`src/rtl/uart_tx_arb_pkg.sv`:
```
// Shared types and helpers for the UART TX arbiter.
// State encoding, default sizes and a constant clog2.
package uart_tx_arb_pkg;

  localparam int NUM_REQ_DEF       = 4;
  localparam int START_TIMEOUT_DEF = 4;

  typedef enum logic [1:0] {
    IDLE       = 2'b00,
    LAUNCH     = 2'b01,
    WAIT_START = 2'b10,
    WAIT_DONE  = 2'b11
  } arb_state_e;

  function automatic int clog2(input int n);
    int r;
    r = 0;
    while ((1 << r) < n) r++;
    return r;
  endfunction

endpackage

```
`src/rtl/uart_tx_rr_pick.sv`:
```
// Rotating priority encoder: first set request after i_last.
// Purely combinational; i_last itself has the lowest priority.
module uart_tx_rr_pick
  import uart_tx_arb_pkg::*;
#(
  parameter  int NUM_REQ = NUM_REQ_DEF,
  localparam int GW      = (clog2(NUM_REQ) > 0) ? clog2(NUM_REQ) : 1
) (
  input  logic [NUM_REQ-1:0] i_req,
  input  logic [GW-1:0]      i_last,
  output logic               o_valid,
  output logic [GW-1:0]      o_winner
);

  logic [GW:0] w_sum;

  // Scan farthest offset first so the nearest hit overwrites it.
  always_comb begin
    o_valid  = 1'b0;
    o_winner = i_last;
    w_sum    = '0;
    for (int i = NUM_REQ; i >= 1; i--) begin
      w_sum = {1'b0, i_last} + (GW+1)'(i);
      if (w_sum >= (GW+1)'(NUM_REQ))
        w_sum = w_sum - (GW+1)'(NUM_REQ);
      if (i_req[w_sum[GW-1:0]]) begin
        o_valid  = 1'b1;
        o_winner = w_sum[GW-1:0];
      end
    end
  end

endmodule

```
`src/rtl/uart_tx_arbiter.sv`:
```
// Round-robin scheduler sharing one UART transmitter.
// Latches the winner's byte/parity, launches, tracks TX_BUSY.
module uart_tx_arbiter
  import uart_tx_arb_pkg::*;
#(
  parameter  int NUM_REQ       = NUM_REQ_DEF,
  parameter  int DATA_WIDTH    = 8,
  parameter  int START_TIMEOUT = START_TIMEOUT_DEF,
  localparam int GW = (clog2(NUM_REQ) > 0) ? clog2(NUM_REQ) : 1
) (
  input  logic                          CLK,
  input  logic                          RST,
  input  logic [NUM_REQ-1:0]            REQ_VLD,
  input  logic [NUM_REQ*DATA_WIDTH-1:0] REQ_DATA,
  input  logic [NUM_REQ-1:0]            REQ_PAR_EN,
  input  logic [NUM_REQ-1:0]            REQ_PAR_TYP,
  output logic [NUM_REQ-1:0]            REQ_ACK,
  input  logic                          TX_BUSY,
  output logic [DATA_WIDTH-1:0]         TX_DATA,
  output logic                          TX_DATA_VLD,
  output logic                          TX_PAR_EN,
  output logic                          TX_PAR_TYP,
  output logic [GW-1:0]                 GRANT_ID,
  output logic                          ARB_BUSY,
  output logic                          FRAME_DONE,
  output logic                          START_ERR
);

  localparam int CW = clog2(START_TIMEOUT + 1);

  arb_state_e              r_state, w_next;
  logic [CW-1:0]           r_cnt;
  logic [GW-1:0]           r_last, r_gid;
  logic [DATA_WIDTH-1:0]   r_data;
  logic                    r_par_en, r_par_typ;
  logic                    r_frame_done, r_start_err;
  logic                    w_grant, w_done, w_timeout;
  logic                    w_pick_vld;
  logic [GW-1:0]           w_pick;
  logic [NUM_REQ-1:0]      w_ack;

  uart_tx_rr_pick #(.NUM_REQ(NUM_REQ)) u_pick (
    .i_req    (REQ_VLD),
    .i_last   (r_last),
    .o_valid  (w_pick_vld),
    .o_winner (w_pick)
  );

  always_comb begin
    w_next    = r_state;
    w_grant   = 1'b0;
    w_done    = 1'b0;
    w_timeout = 1'b0;
    unique case (r_state)
      IDLE: begin
        if (w_pick_vld && !TX_BUSY) begin
          w_next  = LAUNCH;
          w_grant = 1'b1;
        end
      end
      LAUNCH: w_next = WAIT_START;
      WAIT_START: begin
        if (TX_BUSY) begin
          w_next = WAIT_DONE;
        end else if (r_cnt == CW'(START_TIMEOUT - 1)) begin
          w_next    = IDLE;
          w_timeout = 1'b1;
        end
      end
      WAIT_DONE: begin
        if (!TX_BUSY) begin
          w_next = IDLE;
          w_done = 1'b1;
        end
      end
      default: w_next = IDLE;
    endcase
  end

  always_ff @(posedge CLK or negedge RST) begin
    if (!RST) begin
      r_state      <= IDLE;
      r_cnt        <= '0;
      r_last       <= GW'(NUM_REQ - 1);
      r_gid        <= '0;
      r_data       <= '0;
      r_par_en     <= 1'b0;
      r_par_typ    <= 1'b0;
      r_frame_done <= 1'b0;
      r_start_err  <= 1'b0;
    end else begin
      r_state      <= w_next;
      r_cnt        <= (r_state == WAIT_START) ? r_cnt + 1'b1 : '0;
      r_frame_done <= w_done;
      r_start_err  <= w_timeout;
      if (w_grant) begin
        r_last    <= w_pick;
        r_gid     <= w_pick;
        r_data    <= REQ_DATA[int'(w_pick)*DATA_WIDTH +: DATA_WIDTH];
        r_par_en  <= REQ_PAR_EN[w_pick];
        r_par_typ <= REQ_PAR_TYP[w_pick];
      end
    end
  end

  always_comb begin
    w_ack = '0;
    if (r_state == LAUNCH) w_ack[r_gid] = 1'b1;
  end

  assign REQ_ACK     = w_ack;
  assign TX_DATA     = r_data;
  assign TX_DATA_VLD = (r_state == LAUNCH);
  assign TX_PAR_EN   = r_par_en;
  assign TX_PAR_TYP  = r_par_typ;
  assign GRANT_ID    = r_gid;
  assign ARB_BUSY    = (r_state != IDLE);
  assign FRAME_DONE  = r_frame_done;
  assign START_ERR   = r_start_err;

endmodule

```
`config.mk`:
```
export PLATFORM = sky130hd
export DESIGN_NAME = uart_tx_arbiter
export DESIGN_NICKNAME = d
export VERILOG_FILES = /design/src/rtl/uart_tx_arb_pkg.sv /design/src/rtl/uart_tx_rr_pick.sv /design/src/rtl/uart_tx_arbiter.sv
export SDC_FILE = /design/constraint.sdc
export NUM_CORES = 1
export LEC_CHECK = 0
export ABC_CLOCK_PERIOD_IN_PS = 2300
export CORE_MARGIN = 4
export CORE_UTILIZATION = 45
export CTS_CLUSTER_DIAMETER = 50
export DETAILED_ROUTE_END_ITERATION = 16
export DONT_BUFFER_PORTS = 1
export GPL_TIMING_DRIVEN = 0
export HOLD_SLACK_MARGIN = 0.06
export PLACE_DENSITY_LB_ADDON = 0.3
export SETUP_SLACK_MARGIN = 0.4
export SYNTH_ARGS = -nofsm -noshare
export SYNTH_HDL_FRONTEND = slang
export SYNTH_SLANG_ARGS = --single-unit
export TNS_END_PERCENT = 30
```
`constraint.sdc`:
```
create_clock -name CLK -period 2.3 [get_ports CLK]
set_input_delay 0.23 -clock CLK [delete_from_list [all_inputs] [get_ports CLK]]
set_output_delay 0.23 -clock CLK [all_outputs]
set_load 0.005 [all_outputs]
```
======== After elaboration in Yosys (flattened, before gate mapping) ========
Index checks and enable logic that the tools add are counted.
word-level totals
  register bits ........................... 21
  output and inout port bits .............. 20
  word-level logic and storage cells ...... 83
  input port bits ......................... 47
cells by class
  $add $sub $neg .......................... 9
  multiplexer cells ....................... 40
  order comparisons ....................... 11
  shifts and indexed selects .............. 1
  reduce and logical (&&, ||, !) cells .... 6
  equal/unequal tests ..................... 7
operators with widths
  operator               count
  $shiftx A32 B6 Y8      1
  $mux W2                12
  $lt A2 B3 Y1 const B   6
  $mux W1                18
  $bmux W1 S2            6
  $ge A3 B3 Y1 const B   4
  $pmux W2 S4            1
  $sub A2 B1 Y2 const B  4
  $add A2 B2 Y3 const B  2
  $eq A2 B2 Y1 const B   2
  $mux W4                1
  $ne A2 B2 Y1 const B   2
  $add A2 B1 Y3 const B  1
  $add A2 B3 Y3 const B  1
  $add A3 B1 Y3 const B  1
  $eq A3 B2 Y1 const B   1
  $mux W3                1
  $ne A3 B3 Y1 const B   1
  $reduce_and A3 Y1      1
  $demux W1 S2           1
  $eq A2 B1 Y1 const B   1
  $ge A2 B1 Y1 const B   1
  $logic_and A1 B1 Y1    2
  $logic_not A2 Y1       1
  other kinds (2)        2

======== Depth between registers and ports, before layout ========
Gate-level depths: netlist of the first run.
  depth in word-level cells ............... 12
  mapped depth ............................ 7
  depth with buffers taken out ............ 5

======== By module ========
From an unflattened synthesis of the first run, not the netlist that was laid out.
second synthesis, totals
  cell total of the unflattened synthesis .. 83
  area total of the unflattened synthesis .. 1189.9 sq um
by module, submodules not included
  module           area each (sq um)  sequential area each (sq um)  cells an instance  instances
  uart_tx_arbiter  1107.3             528.0                         69                 1
  uart_tx_rr_pick  82.6               0.0                           14                 1

======== Least setup slack after synthesis of the first run ========
OpenSTA, ideal clock, no wires.
  kind .................................... reg-to-reg
  start ................................... register r_last[1]
  end ..................................... register r_data[4], in the netlist TX_DATA[4]
  period minus slack after synthesis ...... 1876 ps
  slack ................................... 424 ps
  arrival ................................. 1739 ps
  stages on the path, launching flop included .. 8
  path buffers ............................ 2
  data required time ...................... 2163 ps
  setup time .............................. 137 ps
  path through ............................ dfstp_2 buf_2 nor2b_1 o21bai_1 and3_1 buf_2 a2111oi_0 nor3_1
between the ends
  longest elaborated chain between the ends .. 12
  elaborated cells between the ends (all ways) .. 36
  those cells by class .................... add/sub: 8; order compare: 4; shift: 1; mux: 22; reduce/logical: 1
RTL lines
  item                                                                    RTL line               source
  from (decl)                                                             uart_tx_arbiter.sv:33  logic [GW-1:0] r_last, r_gid;
  from (signal assigned)                                                  uart_tx_arbiter.sv:84  r_last <= GW'(NUM_REQ - 1);
  from (signal assigned)                                                  uart_tx_arbiter.sv:97  r_last <= w_pick;
  parallel branches: the longest is 12 deep, another holds $add A2 B3 Y3  n/a
  to (signal assigned)                                                    uart_tx_arbiter.sv:99  r_data <= REQ_DATA[int'(w_pick)*DATA_WIDTH +: DATA_WIDTH];
  to (decl)                                                               uart_tx_arbiter.sv:34  logic [DATA_WIDTH-1:0] r_data;
Several ways; the timed one is not identified. The select of a mux whose other input is x is not followed.
A chain may end at the register's enable or synchronous reset.

======== Worst setup path in the final report of the first run ========
  start ................................... register r_last[0]
  end ..................................... register r_par_en, in the netlist TX_PAR_EN
between the ends
  longest elaborated chain between the ends .. 12
  elaborated cells between the ends (all ways) .. 37
  those cells by class .................... add/sub: 8; order compare: 4; mux: 24; reduce/logical: 1
RTL lines
  item                                           RTL line                                      source
  $add A2 B3 Y3                                  uart_tx_rr_pick.sv:23                         w_sum = {1'b0, i_last} + (GW+1)'(i);
  $ge A3 B3 Y1 or $sub A2 B1 Y2 (tied branches)  uart_tx_rr_pick.sv:24, uart_tx_rr_pick.sv:25
  $mux W2                                        uart_tx_rr_pick.sv:24                         if (w_sum >= (GW+1)'(NUM_REQ))
  $bmux W1 S2                                    uart_tx_rr_pick.sv:26                         if (i_req[w_sum[GW-1:0]]) begin
  $mux W1 (not written as such)                  uart_tx_rr_pick.sv:26
  $mux W1 (4 in series)                          uart_tx_rr_pick.sv:26
  $logic_and A1 B1 Y1                            uart_tx_arbiter.sv:56                         if (w_pick_vld && !TX_BUSY) begin
  $mux W1                                        uart_tx_arbiter.sv:56
  $mux W1                                        uart_tx_arbiter.sv:54                         unique case (r_state)
  to (signal assigned)                           uart_tx_arbiter.sv:100                        r_par_en <= REQ_PAR_EN[w_pick];
  to (decl)                                      uart_tx_arbiter.sv:35                         logic r_par_en, r_par_typ;
Parallel ways exist; a longest one is shown, timed or not. The select of a mux whose other input is x is not followed.

==> results.json, run 1 <==
{
  "grt_overflow": 0,
  "grtUsageTotal": 0.209,
  "drc": 0,
  "p_switching_mw": 1.09,
  "fill_cells": 221,
  "maxSlewViolCount": 0,
  "cp.arrival_ns": 2.15,
  "start_util": 0.482,
  "register_area_um2": 528,
  "grt_max_degree": 22,
  "hold_viol": 0,
  "crit_type": "flip-flop to flip-flop",
  "synth_top_area_share": 0.352,
  "portBuffers": 0,
  "viasPerCell": 6.41,
  "cts_inserted_buffers": 3,
  "grt_pass1_wl_um": 6630,
  "setup_viol": 0,
  "insertedDiodeCount": 0,
  "seq_power_share": 0.305,
  "end_kind": "flip-flop",
  "root_buffer": "clkbuf_4",
  "finalWorstSetupSlack_ns": 0.382,
  "min_from": "TX_BUSY",
  "skew_ns": 0.0105,
  "ir_worst_vdd_mv": 0.472,
  "layout_common_cells": "nor2_1 (21), dfrtp_1 (19), nor3_1 (19), nand2_1 (16), inv_1 (13)",
  "tightest_slew_ns": 1.01,
  "grt_pass1_vias": 1357,
  "gp_congestion": 0.852,
  "first_iter_violations": 63,
  "drive_gt1_frac": 0.303,
  "fin_crit_ns": 1.92,
  "hold_end": "r_state[1]",
  "avgSynthCellArea_um2": 8.20,
  "ys_ff_latch": 21,
  "hp-class": "primary input to flip-flop",
  "ios": 67,
  "rsz0062_at_grt": "yes",
  "setup_tns_ns": 0,
  "clkSinkCount": 21,
  "crit_path_start_kind": "flip-flop",
  "cp_max_fo": 10,
  "ys_seq_area_frac": 0.390,
  "dr.pass1.iters": 4,
  "finalCritPeriodShare": 0.834,
  "required_ns": 2.54,
  "wl_per_cell_um": 20.8,
  "ant_nets": 0,
  "clkSlewWorstSetupHoldPaths_ns": 0.14,
  "antenna_found_initial": 0,
  "nets": 228,
  "vias": 1339,
  "cts_max_level": 1,
  "p_per_area_nw_per_um2": 1230,
  "yosys_warnings": 0,
  "fp.dieH_um": 62.8,
  "routed_wl_um": 4340,
  "clock_path_buffers": 2,
  "rows": 19,
  "reg2reg_from": "r_last[0]",
  "relSlewSlack": 0.326,
  "p_clk_frac": 0.086,
  "syn_inst": 165,
  "cts_tree": "done",
  "status": "finished, final reports clean",
  "dp_hpwl_um": 2870,
  "drv_cap": 0,
  "place_ws_ns": 0.0551,
  "die_x_um": 62.8,
  "reg2reg_depth": 7,
  "p_leak_nw": 0.700,
  "comb_power_share": 0.609,
  "area_delta_synth_final_pct": 34.0,
  "reg2reg_to": "TX_PAR_EN",
  "synth_top_cell_by_area": "dfrtp_1",
  "synth_fp_nets": 214,
  "synthTopCellsByArea": "dfrtp_1 (35%), a2111oi_0 (9.1%), nor3_1 (7.4%)",
  "holdPathStages": 2,
  "internal_power_mw": 1.13,
  "multi_input_area_um2": 1000,
  "synth.distinct_cells": 33,
  "layout_commonest_cell": "nor2_1",
  "netlist_area_um2": 1350,
  "core_area_um2": 2810,
  "insertion_delay_ns": 0.31,
  "r2r_slack_ns": 0.38,
  "fmax_mhz": 521,
  "switching_share": 0.490,
  "die_area_um2": 3950
}
[metal layers]
layer	track usage	up-vias	wire length, µm
li1	-	631	-
met1	0.258	643	1680
met2	0.362	59	2200
met3	0.0665	6	409
met4	0.0303	0	46
met5	0	-	0
[worst max-delay path by stage]
stage / from / endpoint / slack (ns) / cells after the start
after CTS: r_last[1] / TX_PAR_EN / 0.39 / 7
after global routing: r_last[1] / TX_DATA[3] / 0.31 / 6
after global placement: r_last[1] / TX_DATA[0] / 0.15 / 7
after floorplan: r_last[1] / TX_DATA[4] / 0.42 / 7
after detailed placement: r_last[1] / TX_DATA[0] / 0.06 / 7
final: r_last[0] / TX_PAR_EN / 0.38 / 7
[final cells by class]
type / count / area share
well taps: 31 / 0.0214
multi-input cells: 120 / 0.553
flip-flops and latches: 21 / 0.291
clock buffers: 3 / 0.0124
repair buffers: 8 / 0.0359
inverters: 13 / 0.0269
clock inverters: 1 / 0.00276
plain buffers: 12 / 0.0559
[cell usage after synthesis]
library cell,n
clkbuf_1,5
buf_2,4
a22oi_1,1
nor4_1,1
nand2_1,17
mux2i_1,2
a2111oi_0,14
o21ai_1,1
a2111oi_1,5
nand3b_1,1
o21ai_0,4
nor3_1,20
and3_1,2
dfstp_2,2
o21bai_1,1
nand2b_1,2
nand3_1,1
inv_1,13
nor2_1,21
or2_4,1
or3_1,1
ha_1,2
buf_6,3
and2_1,1
a21o_1,1
o21ba_2,1
a211oi_1,1
nor3b_1,2
a31oi_1,10
dfrtp_1,19
nor2b_1,2
or2b_1,1
a21oi_1,3
[sequential cells by signal, summed over array words and instances, names as in the netlist]
register and count:
TX_DATA 8, r_cnt 3, GRANT_ID 2, r_last 2, r_state 2, FRAME_DONE 1
START_ERR 1, TX_PAR_EN 1, TX_PAR_TYP 1
[cell families after synthesis]
| kind of cell | share of synthesized area |
|---|---|
| adders and majority gates | 0.0185 |
| AOI/OAI and AO/OA | 0.233 |
| muxes | 0.0148 |
| and+or+nand+nor | 0.253 |
| DFF | 0.390 |
| buffers and inverters | 0.0897 |
[critical path, cell delays in order, from the launching register on]
cell and delay, ns:
dfstp_2 0.59, buf_4 0.14, mux2i_1 0.10, a22oi_2 0.27, and2_4 0.22, buf_4 0.21, nor2_1 0.09, a211oi_1 0.22
[stage by stage]
step | hold slack [ns] | cells | cell area (µm²) | util | power, mW
final | 0.0732 | 209 | 1810 | 0.646 | 2.22
after global routing | 0.0790 | 209 | 1810 | 0.646 | 2.38
after CTS | 0.0718 | 205 | 1720 | 0.614 | 2.07
after detailed placement | -0.0648 | 196 | 1390 | 0.496 | 1.51
after global placement | -0.0647 | 196 | 1390 | 0.496 | 1.45
after floorplan | -0.0656 | 165 | 1350 | - | 1.30
[power groups by stage]
stage               registers [mW]  logic (mW)  clock network [mW]
finish                       0.678        1.35               0.190
global route                 0.701        1.47               0.206
CTS                          0.683        1.20               0.188
detailed placement           0.700       0.807                   0
global placement             0.694       0.761                   0
floorplan                    0.657       0.643                   0
[what timing repair did]
| item | in CTS | in global routing |
|---|---|---|
| endpoints found under the hold margin | 24 | 0 |
| endpoints found under the setup margin | 12 | 10 |
| hold buffers | 2 | 0 |
| gates cloned | 0 | 1 |
| pin swaps | 5 | 5 |
| gates resized for setup | 57 | 16 |
| setup buffers | 3 | 3 |
(Power assumes the default switching activity.)
==> inputs of run 2 (changes only) <==
Settings changed: ABC_CLOCK_PERIOD_IN_PS 2300 to 1500.
Clock period 2.3 ns to 1.5 ns, I/O delays scaled along.
==> results.json, run 2 (same netlist as run 1, synthesis figures left out) <==
{
  "grt_overflow": 0,
  "die_area_um2": 3950,
  "cts_max_level": 1,
  "dp_cells": 196,
  "layout_common_cells": "nor2_1 (21), dfrtp_1 (19), a2111oi_4 (18), nand2_1 (14)",
  "clock_path_buffers": 2,
  "reg2reg_to": "TX_DATA[4]",
  "vias": 1444,
  "start_util": 0.482,
  "layout_commonest_cell": "nor2_1",
  "reg2reg_depth": 7,
  "skew_ns": 0.00751,
  "cts_tree": "done",
  "ant_nets": 0,
  "dp_hpwl_um": 3180,
  "die_x_um": 62.8,
  "tightest_slew_ns": 0.961,
  "setup_tns_ns": -4.90,
  "clkSlewWorstSetupHoldPaths_ns": 0.12,
  "hp-class": "primary input to async pin",
  "nets": 243,
  "insertion_delay_ns": 0.30,
  "core_area_um2": 2810,
  "grt_max_degree": 22,
  "crit_chain": "buf_6 -> nor2b_4 -> o21bai_4 -> buf_4 -> a31oi_1 -> a2111oi_4 -> nor3_1",
  "wl_per_cell_um": 21.3,
  "clkSinkCount": 21,
  "reg2reg_from": "r_last[1]",
  "largest_reg_flops": 8,
  "rsz0062_at_grt": "yes",
  "required_ns": 1.68,
  "cts_inserted_buffers": 3,
  "gp_congestion": 0.843,
  "root_buffer": "clkbuf_4",
  "crit_path_start_kind": "flip-flop",
  "p_leak_nw": 0.839,
  "relSlewSlack": 0.359,
  "rows": 19,
  "cp.arrival_ns": 2.15,
  "crit_path_max_incr_delay_ns": 0.56,
  "drc": 0,
  "dr.pass1.iters": 4,
  "viasPerCell": 6.45,
  "grt_pass1_vias": 1492,
  "crit_type": "flip-flop to flip-flop",
  "routed_wl_um": 4760,
  "cp-startpoint": "r_last[1]",
  "status": "complete, but fails checks",
  "portBuffers": 0,
  "drv_cap": 0,
  "first_iter_violations": 89,
  "hold_ws_ns": 0.0587,
  "area_delta_synth_final_pct": 66.5,
  "maxSlewViolCount": 0,
  "finalPower_mw": 4.22,
  "finalWorstSetupSlack_ns": -0.469,
  "fmax_mhz": 508,
  "violations": "negative setup slack",
  "antenna_found_initial": 0,
  "ios": 67,
  "fill_cells": 162,
  "p_per_area_nw_per_um2": 1870,
  "insertedDiodeCount": 0,
  "drive_gt1_frac": 0.435,
  "end_kind": "flip-flop",
  "place_ws_ns": -0.501,
  "finalCritPeriodShare": 1.31,
  "crit_slowest_cell": "dfstp_2",
  "setup_viol": 18,
  "grt_pass1_wl_um": 7280,
  "finalNonFillerCells": 224,
  "r2r_slack_ns": -0.47,
  "cp_max_fo": 10,
  "fp.dieH_um": 62.8,
  "hold_viol": 0,
  "fin_crit_ns": 1.97,
  "grtUsageTotal": 0.230,
  "ir_worst_vdd_mv": 1.32
}
-- run 2: worst max-delay path, delay by kind of cell, from the launching register on --
kind,cells,cell delay (ns)
compound gates,3,0.45
buf+inv,2,0.31
flops,1,0.56
simple gates,2,0.53
-- run 2: through the flow --
| stage | util | cell area [µm²] |
|---|---|---|
| after floorplan | - | 1730 |
| after global placement | 0.631 | 1770 |
| after detailed placement | 0.631 | 1770 |
| after CTS | 0.740 | 2080 |
| after global routing | 0.803 | 2250 |
| final | 0.803 | 2250 |
-- run 2: layout make-up --
type / instances / area (µm²) / share of cell area
multi-input combinational: 119 / 1210 / 0.537
sequential: 21 / 528 / 0.234
timing repair buffer: 24 / 236 / 0.105
buffer: 12 / 161 / 0.0717
inverter: 13 / 51.3 / 0.0228
tap: 31 / 38.8 / 0.0172
clock buffer: 4 / 26.3 / 0.0117
-- run 2: report_power, final --
group          switching (mW)  internal (mW)
clock network           0.172          0.104
registers               0.241          0.834
logic                    1.58           1.29
total                    1.99           2.23
-- run 2: worst max path at each step --
stage	slack (ns)	cells after the start	to
after floorplan	-0.25	7	TX_DATA[4]
after global placement	-0.45	5	TX_DATA[7]
after detailed placement	-0.50	5	TX_PAR_TYP
after CTS	-0.37	7	TX_DATA[6]
after global routing	-0.53	7	TX_DATA[4]
final	-0.47	7	TX_DATA[4]
-- run 2: metal layers --
metal | wire length [µm] | vias up | GRT usage
met2 | 2520 | 68 | 0.414
li1 | - | 662 | -
met4 | 110 | 0 | 0.0799
met3 | 336 | 10 | 0.0612
met5 | 0 | - | 0
met1 | 1790 | 704 | 0.260
-- run 2: repair_timing --
item	CTS	global route
pin swaps	19	10
buffers inserted	6	9
resized for setup	29	24
hold endpoints to repair	30	1
setup endpoints to repair	21	41
gates cloned	1	0
hold buffers	7	1
==> inputs of run 3 (changes only) <==
Settings changed: SKIP_CTS_REPAIR_TIMING set to 1, TNS_END_PERCENT 30 to 50.
==> results.json, run 3 (same netlist as run 1, synthesis figures left out) <==
{
  "cp.arrival_ns": 2.11,
  "fill_cells": 193,
  "finalPower_mw": 3.89,
  "ios": 67,
  "fin_crit_ns": 1.91,
  "dr.pass1.iters": 4,
  "setup_viol": 18,
  "relSlewSlack": 0.357,
  "crit_path_start_kind": "flip-flop",
  "area_delta_synth_final_pct": 55.7,
  "final_core_util": 0.751,
  "crit_type": "flip-flop to flip-flop",
  "layout_commonest_cell": "nor2_1",
  "insertion_delay_ns": 0.31,
  "hold_ws_ns": 0.0519,
  "die_x_um": 62.8,
  "first_iter_violations": 54,
  "viasPerCell": 6.47,
  "finalWorstSetupSlack_ns": -0.414,
  "root_buffer": "clkbuf_4",
  "reg2reg_from": "r_state[1]",
  "grt_overflow": 0,
  "p_per_area_nw_per_um2": 1850,
  "dp_hpwl_um": 3180,
  "nets": 234,
  "reg2reg_to": "TX_DATA[2]",
  "vias": 1392,
  "p_clk_frac": 0.073,
  "grtUsageTotal": 0.207,
  "hp-class": "primary input to flip-flop",
  "grt_pass1_vias": 1326,
  "fp.dieH_um": 62.8,
  "seq_power_share": 0.277,
  "status": "complete, but fails checks",
  "internal_power_mw": 2.05,
  "rows": 19,
  "maxSlewViolCount": 0,
  "cts_inserted_buffers": 3,
  "rsz0062_at_grt": "yes",
  "p_leak_nw": 0.777,
  "antenna_found_initial": 0,
  "layout_common_cells": "nor2_1 (21), dfrtp_1 (19), a2111oi_4 (17), nand2_1 (16), nor3_1 (16)",
  "hold_viol": 0,
  "gp_congestion": 0.843,
  "place_ws_ns": -0.501,
  "switching_share": 0.474,
  "cts_tree": "done",
  "routed_wl_um": 4370,
  "drv_cap": 0,
  "core_area_um2": 2810,
  "clkSinkCount": 21,
  "fmax_mhz": 522,
  "reg2reg_depth": 6,
  "finalCritPeriodShare": 1.28,
  "tightest_slew_ns": 0.961,
  "start_util": 0.482,
  "required_ns": 1.70,
  "clkSlewWorstSetupHoldPaths_ns": 0.12,
  "end_kind": "flip-flop",
  "ir_worst_vdd_mv": 1.42,
  "cts_max_level": 1,
  "drc": 0,
  "p_switching_mw": 1.84,
  "hold_end": "TX_DATA[6]",
  "holdPathStages": 2,
  "r2r_slack_ns": -0.41,
  "skew_ns": 0.00518,
  "min_from": "REQ_DATA[30]",
  "wl_per_cell_um": 20.3,
  "drive_gt1_frac": 0.353,
  "clock_path_buffers": 2,
  "ant_nets": 0,
  "portBuffers": 0,
  "violations": "negative setup slack",
  "cp_max_fo": 8,
  "insertedDiodeCount": 0,
  "comb_power_share": 0.650,
  "grt_max_degree": 22,
  "largest_reg_flops": 8,
  "die_area_um2": 3950,
  "grt_pass1_wl_um": 6490
}
==> run 3: final cells by class <==
cell class              count  area [µm²]  share of cell area
multi-input cells         119        1140               0.541
flip-flops and latches     21         528               0.251
repair buffers             15         171              0.0814
plain buffers              12         154              0.0731
inverters                  13        48.8              0.0232
well taps                  31        38.8              0.0184
clock buffers               4        26.3              0.0125
==> run 3: power by group through the flow <==
stage | Clock [mW] | Combinational [mW] | Sequential (mW)
final | 0.283 | 2.53 | 1.08
after global routing | 0.308 | 2.73 | 1.11
after CTS | 0.278 | 2.01 | 1.07
after detailed placement | 0 | 2.01 | 1.09
after global placement | 0 | 1.93 | 1.07
after floorplan | 0 | 1.73 | 1.01
==> run 3: how the worst max path moves through the flow <==
stage          startpoint         end  slack (ns)
3_5_place_dp    r_last[0]  TX_PAR_TYP       -0.50
3_3_place_gp   r_state[1]  TX_DATA[7]       -0.45
6_report       r_state[1]  TX_DATA[2]       -0.41
5_1_grt        r_state[1]  TX_DATA[2]       -0.48
4_1_cts         r_last[0]  TX_PAR_TYP       -0.52
2_1_floorplan   r_last[1]  TX_DATA[4]       -0.25
==> run 3: routing by layer <==
layer / up-vias / global-route usage / wire (µm) / share of wire
met2: 71 / 0.350 / 2330 / 0.53
met5: - / 0 / 0 / 0
li1: 638 / - / - / -
met3: 6 / 0.0540 / 346 / 0.079
met1: 677 / 0.256 / 1620 / 0.37
met4: 0 / 0.0661 / 64 / 0.015
==> run 3: metrics by stage <==
| step | instances | cell area, µm² | TNS [ns] |
|---|---|---|---|
| 2_1_floorplan | 165 | 1730 | -2.66 |
| 3_3_place_gp | 196 | 1770 | -5.01 |
| 3_5_place_dp | 196 | 1770 | -5.68 |
| 4_1_cts | 200 | 1800 | -5.98 |
| 5_1_grt | 215 | 2110 | -6.02 |
| 6_report | 215 | 2110 | -4.77 |
==> run 3: worst max-delay path, stage by stage, from the launching register on <==
cell,delay [ns]
dfrtp_1,0.43
or2_4,0.29
or3_4,0.40
buf_12,0.16
buf_12,0.14
a2111oi_4,0.30
nor3_1,0.09
==> RTL change (config.mk and constraints of run 3) <==
Register the output `START_ERR` once more, without a reset; this adds one clock of latency there. The other outputs are not delayed to match.
--- a/src/rtl/uart_tx_arbiter.sv
+++ b/src/rtl/uart_tx_arbiter.sv
@@ -116,7 +116,9 @@
   assign GRANT_ID    = r_gid;
   assign ARB_BUSY    = (r_state != IDLE);
   assign FRAME_DONE  = r_frame_done;
-  assign START_ERR   = r_start_err;
+  always_ff @(posedge CLK) begin
+    START_ERR <= r_start_err;
+  end
 
 endmodule
 
Function: changed (Yosys sat finds a counterexample within 10 cycles, from zero or initial values and one cycle with RST low).
==> RTL change against run 3 <==
  * The flow still finishes with violations (setup timing)
  * Synthesized area grew 1.5%
  * Cell count is 2.8% higher
  * Non-clock buffer count increased by 5
  * Power is 9.8% higher
  * Synthesized cell count is 0.61% higher
  * Final area up 6.5%
  * Sequential cell count increased by 1
  * Die area up 1.3%
  * Worst setup slack lost 0.031 ns
  * Wire length is 6.1% higher
  * Critical path type unchanged
  * Highest routed layer unchanged
==> RTL change: results (changes against run 3) <==
WL met1 1.88 mm (was 1.62 mm); final setup fails 14 (was 18); Placer Congestion 0.857 (was 0.843); gr usage total 0.204 (was 0.207); PortBufs 0 (unchanged); Leakage Power 0.828 nW (was 0.777 nW); met3 WL post-DR 369 um (was 346 um); worst setup margin -0.445 ns (was -0.414 ns); violated checks setup timing (unchanged); Synth Net Count 215 (was 214); sequential share of the synthesized area 0.399 (was 0.390); fillers 159 (was 193); Largest register FFs 8 (unchanged); drt initial violations 78 (was 54); DP HPWL 3.22 mm (was 3.18 mm); Post-synth ARST share 0.955 (was 1.00); largest net degree at the start of global routing 22 (unchanged); transition time of the tightest slew-check pin 0.522 ns (was 0.961 ns); nets@finish 240 (was 234); Pre-antenna DRT Iters 4 (unchanged); WP data arrival 2.15 ns (was 2.11 ns); clock slew at reported path FFs around 0.13 ns; Final Skew 0.00410 ns (was 0.00518 ns); Peak VDD IR 1.39 mV (was 1.42 mV); first-pass GRT wire length 6.47 mm (was 6.49 mm); kind of start point of the critical path register (unchanged); Root Driver clkbuf_4 (unchanged); routed wl met2 2.31 mm (was 2.33 mm); Distinct cells, synth 34 (was 33); via-per-instance ratio 6.29 (was 6.47); DRT Wirelength 4.63 mm (was 4.37 mm); reg-to-reg endpoint TX_DATA[0] (was TX_DATA[2]); status finished with violations (unchanged); number of global-route vias before repair 1304 (was 1326); ant diodes 0 (unchanged); crit path max fanout 7 (was 8); layout cells sized above 1 0.395 (was 0.353); dominant cells by area after synthesis dfrtp_1 (35%), a2111oi_0 (8.9%), nor3_1 (7.3%), nor2_1 (5.7%), nand2_1 (4.6%) (was dfrtp_1 (35%), a2111oi_0 (9.1%), nor3_1 (7.4%), nor2_1 (5.8%), nand2_1 (4.7%))
[RTL change: through the flow]
stage / std cells / TNS, ns / hold slack (ns) / cell area [um2] / setup slack [ns]
after floorplan: 166 / -2.66 / -0.146 / 1750 / -0.252
after global placement: 197 / -4.98 / -0.145 / 1790 / -0.429
after detailed placement: 197 / -5.59 / -0.145 / 1790 / -0.499
after CTS: 201 / -6.02 / -0.496 / 1840 / -0.522
after global routing: 221 / -5.60 / 0.0565 / 2240 / -0.492
final: 221 / -4.60 / 0.0578 / 2240 / -0.445
[RTL change: kinds of logic (layout without fill, tap and decap cells)]
logic type / after synthesis / after routing / share of synthesized area
muxes: 2 / 2 / 0.0146
and+or+nand+nor: 73 / 73 / 0.250
adders and majority gates: 2 / 2 / 0.0182
DFF: 22 / 22 / 0.399
AOI/OAI and AO/OA: 42 / 42 / 0.230
buffers and inverters: 25 / 49 / 0.0884
[RTL change: critical path, cell delays in order, from the launching register on]
cell and delay, ns:
dfrtp_1 0.44, or2_4 0.27, or3_4 0.38, buf_12 0.16
buf_12 0.14, a2111oi_4 0.35, nor3_2 0.07
[RTL change: worst min-delay path by stage]
stage                            start  depth (start not counted)  slack [ns]          to
after CTS                          RST                          0       -0.50    r_cnt[2]
after floorplan                    RST                          0       -0.15  FRAME_DONE
after global placement             RST                          0       -0.14    r_cnt[2]
after detailed placement           RST                          0       -0.15    r_cnt[2]
final                      REQ_DATA[2]                          2        0.06  TX_DATA[2]
after global routing      REQ_DATA[29]                          2        0.06  TX_DATA[5]
[RTL change: area by class of cell]
cell class | instances | area, um2 | area share
clock buffers | 3 | 22.5 | 0.0100
clock inverters | 1 | 30.0 | 0.0134
flip-flops and latches | 22 | 548 | 0.244
plain buffers | 12 | 154 | 0.0686
repair buffers | 20 | 236 | 0.105
well taps | 31 | 38.8 | 0.0173
inverters | 13 | 48.8 | 0.0218
multi-input cells | 119 | 1160 | 0.519
[RTL change: metal layers]
layer,up-vias,GRT usage
li1,654,-
met1,665,0.244
met2,61,0.361
met3,9,0.0462
met4,0,0.0647
met5,-,0
[RTL change: report_power, final]
group / switching [mW] / internal, mW
registers: 0.235 / 0.860
clock network: 0.190 / 0.270
logic: 1.49 / 1.22
